### src/rtl/r_burst_sender_if.sv
// rtl/r_burst_sender_if.sv - command, source and R-channel bundle for r_burst_sender
// The master modport is the beat sender; the slave modport is its surrounding environment.
interface r_burst_sender_if #(
  parameter int ID_WIDTH   = 4,
  parameter int DATA_WIDTH = 64,
  parameter int RESP_WIDTH = 2,
  parameter int LEN_WIDTH  = 8
) ();
  logic                  cmd_valid;
  logic                  cmd_ready;
  logic [ID_WIDTH-1:0]   cmd_id;
  logic [LEN_WIDTH-1:0]  cmd_len;
  logic                  cmd_err;
  logic                  src_valid;
  logic                  src_ready;
  logic [DATA_WIDTH-1:0] src_data;
  logic                  r_valid;
  logic [ID_WIDTH-1:0]   r_id;
  logic [DATA_WIDTH-1:0] r_data;
  logic [RESP_WIDTH-1:0] r_resp;
  logic                  r_last;
  logic                  r_ready;

  modport master (
    input  cmd_valid, cmd_id, cmd_len, cmd_err,
    output cmd_ready,
    input  src_valid, src_data,
    output src_ready,
    output r_valid, r_id, r_data, r_resp, r_last,
    input  r_ready
  );

  modport slave (
    output cmd_valid, cmd_id, cmd_len, cmd_err,
    input  cmd_ready,
    output src_valid, src_data,
    input  src_ready,
    input  r_valid, r_id, r_data, r_resp, r_last,
    output r_ready
  );
endinterface

### src/rtl/r_burst_sender.sv
// rtl/r_burst_sender.sv - AXI read-data channel sender: one command in, len+1 R beats out
// A single output register stage; a new beat loads whenever the stage is empty or draining.
module r_burst_sender #(
  parameter int ID_WIDTH   = 4,
  parameter int DATA_WIDTH = 64,
  parameter int RESP_WIDTH = 2,
  parameter int LEN_WIDTH  = 8
) (
  input  logic             clk,
  input  logic             rst_n,
  r_burst_sender_if.master bus
);
  typedef enum logic {IDLE, BURST} state_t;

  localparam logic [LEN_WIDTH:0]    ONE         = (LEN_WIDTH+1)'(1);
  localparam logic [RESP_WIDTH-1:0] RESP_OKAY   = RESP_WIDTH'(0);
  localparam logic [RESP_WIDTH-1:0] RESP_SLVERR = RESP_WIDTH'(2);

  state_t                state;
  logic [ID_WIDTH-1:0]   id_q;
  logic                  err_q;
  logic [LEN_WIDTH:0]    remaining;
  logic                  r_valid_q;
  logic [ID_WIDTH-1:0]   r_id_q;
  logic [DATA_WIDTH-1:0] r_data_q;
  logic [RESP_WIDTH-1:0] r_resp_q;
  logic                  r_last_q;
  logic                  load;

  // Error bursts never wait for the source, so they load on backpressure alone.
  assign load = (state == BURST) && (remaining != '0) &&
                (!r_valid_q || bus.r_ready) && (err_q || bus.src_valid);

  assign bus.cmd_ready = (state == IDLE);
  assign bus.src_ready = load && !err_q;
  assign bus.r_valid   = r_valid_q;
  assign bus.r_id      = r_id_q;
  assign bus.r_data    = r_data_q;
  assign bus.r_resp    = r_resp_q;
  assign bus.r_last    = r_last_q;

  always_ff @(posedge clk or negedge rst_n) begin
    if (!rst_n) begin
      state     <= IDLE;
      id_q      <= '0;
      err_q     <= 1'b0;
      remaining <= '0;
      r_valid_q <= 1'b0;
      r_id_q    <= '0;
      r_data_q  <= '0;
      r_resp_q  <= '0;
      r_last_q  <= 1'b0;
    end else begin
      case (state)
        IDLE: begin
          if (bus.cmd_valid) begin
            id_q      <= bus.cmd_id;
            err_q     <= bus.cmd_err;
            remaining <= {1'b0, bus.cmd_len} + ONE;
            state     <= BURST;
          end
        end
        BURST: begin
          if (load) begin
            r_valid_q <= 1'b1;
            r_id_q    <= id_q;
            r_data_q  <= err_q ? '0 : bus.src_data;
            r_resp_q  <= err_q ? RESP_SLVERR : RESP_OKAY;
            r_last_q  <= (remaining == ONE);
            remaining <= remaining - ONE;
          end else if (r_valid_q && bus.r_ready) begin
            // remaining is zero once the last beat is out, so this path ends the burst.
            r_valid_q <= 1'b0;
            if (r_last_q) begin
              r_last_q <= 1'b0;
              state    <= IDLE;
            end
          end
        end
        default: state <= IDLE;
      endcase
    end
  end
endmodule

### src/flat_wrapper.sv
// flat-port wrapper written by rule: the top's interface ports become plain ports
module r_burst_sender_flat 
#(
  parameter int ID_WIDTH   = 4,
  parameter int DATA_WIDTH = 64,
  parameter int RESP_WIDTH = 2,
  parameter int LEN_WIDTH  = 8
)
  (clk, rst_n, bus_cmd_valid, bus_cmd_id, bus_cmd_len, bus_cmd_err, bus_cmd_ready, bus_src_valid, bus_src_data, bus_src_ready, bus_r_valid, bus_r_id, bus_r_data, bus_r_resp, bus_r_last, bus_r_ready);
  r_burst_sender_if #(.ID_WIDTH(ID_WIDTH), .DATA_WIDTH(DATA_WIDTH), .RESP_WIDTH(RESP_WIDTH), .LEN_WIDTH(LEN_WIDTH)) bus_i ();
  input  logic clk;
  input  logic rst_n;
  input wire logic [$bits(bus_i.cmd_valid)-1:0] bus_cmd_valid;
  input wire logic [$bits(bus_i.cmd_id)-1:0] bus_cmd_id;
  input wire logic [$bits(bus_i.cmd_len)-1:0] bus_cmd_len;
  input wire logic [$bits(bus_i.cmd_err)-1:0] bus_cmd_err;
  output wire logic [$bits(bus_i.cmd_ready)-1:0] bus_cmd_ready;
  input wire logic [$bits(bus_i.src_valid)-1:0] bus_src_valid;
  input wire logic [$bits(bus_i.src_data)-1:0] bus_src_data;
  output wire logic [$bits(bus_i.src_ready)-1:0] bus_src_ready;
  output wire logic [$bits(bus_i.r_valid)-1:0] bus_r_valid;
  output wire logic [$bits(bus_i.r_id)-1:0] bus_r_id;
  output wire logic [$bits(bus_i.r_data)-1:0] bus_r_data;
  output wire logic [$bits(bus_i.r_resp)-1:0] bus_r_resp;
  output wire logic [$bits(bus_i.r_last)-1:0] bus_r_last;
  input wire logic [$bits(bus_i.r_ready)-1:0] bus_r_ready;
  assign bus_i.cmd_valid = bus_cmd_valid;
  assign bus_i.cmd_id = bus_cmd_id;
  assign bus_i.cmd_len = bus_cmd_len;
  assign bus_i.cmd_err = bus_cmd_err;
  assign bus_cmd_ready = bus_i.cmd_ready;
  assign bus_i.src_valid = bus_src_valid;
  assign bus_i.src_data = bus_src_data;
  assign bus_src_ready = bus_i.src_ready;
  assign bus_r_valid = bus_i.r_valid;
  assign bus_r_id = bus_i.r_id;
  assign bus_r_data = bus_i.r_data;
  assign bus_r_resp = bus_i.r_resp;
  assign bus_r_last = bus_i.r_last;
  assign bus_i.r_ready = bus_r_ready;
  r_burst_sender #(.ID_WIDTH(ID_WIDTH), .DATA_WIDTH(DATA_WIDTH), .RESP_WIDTH(RESP_WIDTH), .LEN_WIDTH(LEN_WIDTH)) u_core (.clk(clk), .rst_n(rst_n), .bus(bus_i));
endmodule
### config.mk
export PLATFORM = sky130hd
export DESIGN_NAME = r_burst_sender_flat
export DESIGN_NICKNAME = d
export VERILOG_FILES = /design/src/rtl/r_burst_sender_if.sv /design/src/rtl/r_burst_sender.sv /design/src/flat_wrapper.sv
export SDC_FILE = /design/constraint.sdc
export NUM_CORES = 1
export LEC_CHECK = 0
export CORE_UTILIZATION = 45
export CTS_BUF_LIST = sky130_fd_sc_hd__clkbuf_4 sky130_fd_sc_hd__clkbuf_8
export DETAILED_ROUTE_END_ITERATION = 16
export GPL_ROUTABILITY_DRIVEN = 1
export PLACE_DENSITY = 0.81
export RECOVER_POWER = 50
export SKIP_CTS_REPAIR_TIMING = 1
export SLEW_MARGIN = 40
export SYNTH_ARGS = -nofsm -noshare
export SYNTH_HDL_FRONTEND = slang
export SYNTH_SLANG_ARGS = --single-unit
### constraint.sdc
create_clock -name clk -period 2.25 [get_ports clk]
set_input_delay 0.45 -clock clk [delete_from_list [all_inputs] [get_ports clk]]
set_output_delay 0.45 -clock clk [all_outputs]
set_load 0.005 [all_outputs]
# Yosys cells after proc, flatten, opt, wreduce, memory -nomap -nowiden
# Index checks and enable logic that the tools add are counted.
# classes
n_addsub	2
n_reduce_logical	15
muxes	13
n_eq_ne	3
n_bitwise	1
# op_table
cell	n
$mux W64	1
$mux W9	2
$pmux W9 S2	1
$add A8 B1 Y9 const B	1
$eq A9 B1 Y1 const B	1
$reduce_bool A9 Y1	1
$sub A9 B1 Y9 const B	1
$reduce_and A2 Y1	4
$mux W1	7
$logic_and A1 B1 Y1	5
$ne A2 B2 Y1 const B	2
$logic_not A1 Y1	2
$logic_or A1 B1 Y1	2
$mux W2	1
$pmux W1 S2	1
$reduce_bool A2 Y1	1
$not A1 Y1	1
# totals
reg_bits	87
out_inout_bits	74

# Logic depth before layout (Yosys ltp)
# depth
depth_word	6
ltp_mapped	9

# Worst setup path after synthesis
# OpenSTA, ideal clock, no wires.
# synth_path
path_kind	reg2out
from	register u_core.remaining[6]
to	output port bus_src_ready
required_time_ns	1.800
stages_incl_launch_ff	7
t_arrival_ns	1.593
slack_ns	0.207
cell_sequence	dfrtp_1 > or4_4 > nand4b_4 > nand2_2 > buf_6 > buf_2 > nor2_1
# synth_via
elab_chain_cells	5
# synth_rtl
item	line	rtl
from (decl)	r_burst_sender.sv:22	logic [LEN_WIDTH:0] remaining;
from (signal assigned)	r_burst_sender.sv:59	remaining <= {1'b0, bus.cmd_len} + ONE;
from (signal assigned)	r_burst_sender.sv:70	remaining <= remaining - ONE;
$reduce_bool A9 Y1	r_burst_sender.sv:31	assign load = (state == BURST) && (remaining != '0) &&
$logic_and A1 B1 Y1 (2 in series)	r_burst_sender.sv:31	
$logic_and A1 B1 Y1	r_burst_sender.sv:32	(!r_valid_q || bus.r_ready) && (err_q || bus.src_valid);
$logic_and A1 B1 Y1	r_burst_sender.sv:35	assign bus.src_ready = load && !err_q;
to (decl)	flat_wrapper.sv:20	output wire logic [$bits(bus_i.src_ready)-1:0] bus_src_ready;
# Every way passes these cells.

# Final worst setup path
# layout_path
from	register u_core.remaining[3]
to	output port bus_src_ready
# The elaborated chain is that of the path after synthesis.

==> results_dict.tcl <==
set metrics [dict create \
    outcome "completed" \
    initial_core_util 0.474 \
    relSlewSlack 0.286 \
    die_h_um 96.0 \
    p_per_area_nw_per_um2 802 \
    stdcell_count 695 \
    fp.dieW_um 96.0 \
    worstPathRequired_ns 1.80 \
    netlist_instances 427 \
    via_per_inst 5.06 \
    antenna_cells 0 \
    routed_wl_mm 10.4 \
    place_inst 677 \
    nNetsFinal 671 \
    drt-initial-drc-count 103 \
    cts-buffers-inserted 9 \
    dieArea_sq_um 9210 \
    grt_max_degree 83 \
    worstMarginPinSlew_ns 1.07 \
    yosysTopAreaCellShare 0.542 \
    gp_congestion 0.869 \
    ys_seq_elements 86 \
    syn_area_per_cell_sq_um 9.30 \
    num_rows 33 \
    ys_seq_area_frac 0.542 \
    cts_tree "built" \
    cts_max_level 3 \
    cp-end-kind "output pin" \
    clk_latency_ns 0.34 \
    clk_pin_slew_ns 0.08 \
    critical_path.max_fanout 3 \
    fmax_ghz 0.454 \
    antenna_found_initial 0 \
    clockBufferDepth 2 \
    grt_overflow 0 \
    fin_util 0.707 \
    syn_area_sq_um 3970 \
    skew_ns 0.00889 \
    core_region_area_sq_um 8380 \
    leakagePower_nw 2.66 \
    worstSetupPathType "reg -> out" \
    hpwl_mm 7.51 \
    io_buffers 154 \
    grt_pass1_vias 3368 \
    drt_first_pass_iters 4 \
    vias 3519 \
    cp.arrival_ns 1.75 \
    synth_fp_nets 513 \
    crit_path_start_kind "register" \
    hold_path.class "in -> async" \
    min_period_ns 2.20 \
    finalSetupViolations 0 \
    io_pins 156 \
    drtAntennaViolNets 0 \
    ys_top_cells_by_area "dfrtp_1 54%, nand2b_1 10%, nand2_1 9.7%, o21ai_0 6.7%, o21ai_1 2.3%" \
    yosysTopAreaCell "dfrtp_1" \
    yosysUniqueCellTypes 44 \
    drv_slew 0 \
    cts.sinks 86 \
    synth_flop_cell "dfrtp_1" \
    area_growth_pct 49.2 \
    fin_crit_sh 0.979 \
    grt_pass1_wl_mm 16.2 \
    final-hold-violation-count 0 \
    grt_use_total 0.231 \
    synth-edff-count 0 \
    ir_drop_v 0.000395 \
    max_cap_viol_count 0 \
    synthArstFlopShare 1.00 \
    drive_gt1_frac 0.0729 \
    ys_warn_count 0 \
    wl_per_cell_um 15.0 \
    drc 0 \
    clockRootBuffer "clkbuf_8" \
]
## cells in the mapped netlist (all sizes together) (3+ instances only)
cell / count
a21oi: 6
buf: 13
clkbuf: 13
dfrtp: 86
ha: 4
inv: 6
nand2: 104
nand2b: 66
nand3: 8
nand4: 3
nor2: 7
nor3: 6
nor4: 4
o21ai: 71
xnor2: 3
xor2: 3
## kinds of logic after synthesis
group / Yosys count / synth area share
AO/OA/AOI/OAI: 90 / 0.129
XOR/XNOR: 6 / 0.0132
adder cells (fa/ha/maj): 4 / 0.0126
buffers and inverters: 33 / 0.0425
flip-flops: 86 / 0.542
multiplexers: 1 / 0.00252
other: 1 / 0.000944
AND/OR/NAND/NOR: 206 / 0.257
## area by class of cell
type / instances / area [sq um]
fill: 643 / 2460
sequential: 86 / 2150
timing repair buffer: 173 / 1730
multi-input combinational: 308 / 1660
clock buffer: 11 / 145
tap: 105 / 131
clock inverter: 5 / 81.3
inverter: 7 / 30.0
## through the flow
stage,power (W),TNS [ns],setup WS (ns),hold WS (ns),cell area (sq um)
after global placement,0.00355,0,0.00114,0.446,5670
after global routing,0.00506,-0.00706,-0.00706,0.359,5930
after floorplan,0.00268,0,0.207,0.154,3970
final,0.00475,0,0.0480,0.294,5930
after detailed placement,0.00361,0,0.00975,0.464,5670
after CTS,0.00483,-0.310,-0.310,0.102,5900
## registers in the layout (all words and copies together), names as in the netlist
signal and cells:
u_core.bus.r_last 1, u_core.bus.r_valid 1, u_core.bus.r_id 4, u_core.id_q 4, u_core.bus.r_resp 1, u_core.bus.r_data 64
u_core.remaining 9, u_core.err_q 1, u_core.state 1
## cells in the final DEF, fill, tap and decap left out, types with 2 or more instances in the layout
cell             instances
nand2_1                103
nand2b_1                66
buf_4                   13
nand4_1                  3
o221ai_1                 2
dfrtp_1                 86
bufinv_16                2
clkinvlp_4               2
dlygate4sd3_1           31
inv_1                    6
nand3_1                  8
nor2_1                   7
and3_1                   2
o21ai_1                 18
nor4_1                   4
clkdlybuf4s50_1        121
ha_1                     4
a21oi_1                  5
clkbuf_2                 2
nor3_1                   6
clkbuf_8                10
xnor2_1                  3
o21ai_0                 53
xor2_1                   3
## worst max-delay path: stages, from the launching register on
cell and delay, ns:
dfrtp_1 0.39, or4_4 0.55, nand4b_4 0.22, nand2_4 0.08, nor2_1 0.04, dlymetal6s2s_1 0.15
## power breakdown
group / switching (W) / internal (W)
logic: 0.000649 / 0.000861
registers: 0.000179 / 0.00186
clock network: 0.000538 / 0.000671
## final timing paths
path / start / end / slack [ns] / cells past startpoint
setup reg to reg: u_core.remaining[3]$_DFFE_PN0P_ / u_core.bus.r_data[14]$_DFFE_PN0P_ / 0.16 / 6
hold / removal: rst_n / u_core.bus.r_data[19]$_DFFE_PN0P_ / 0.29 / 1
hold reg to reg: u_core.bus.r_data[32]$_DFFE_PN0P_ / u_core.bus.r_data[32]$_DFFE_PN0P_ / 0.48 / 2
min in group clk: u_core.bus.r_data[32]$_DFFE_PN0P_ / u_core.bus.r_data[32]$_DFFE_PN0P_ / 0.48 / 2
max in group asynchronous: rst_n / u_core.bus.r_data[14]$_DFFE_PN0P_ / 0.35 / 2
setup / recovery: u_core.remaining[3]$_DFFE_PN0P_ / bus_src_ready / 0.05 / 5
## per-layer routing
layer | routed length, um | up-vias | share of wire | track usage
li1 | - | 1730 | - | -
met1 | 4320 | 1631 | 0.41 | 0.284
met2 | 5140 | 150 | 0.49 | 0.394
met3 | 865 | 8 | 0.083 | 0.0695
met4 | 115 | 0 | 0.011 | 0.0634
met5 | 0 | - | 0 | 0
No activity file was read; power rests on OpenSTA's default activity.
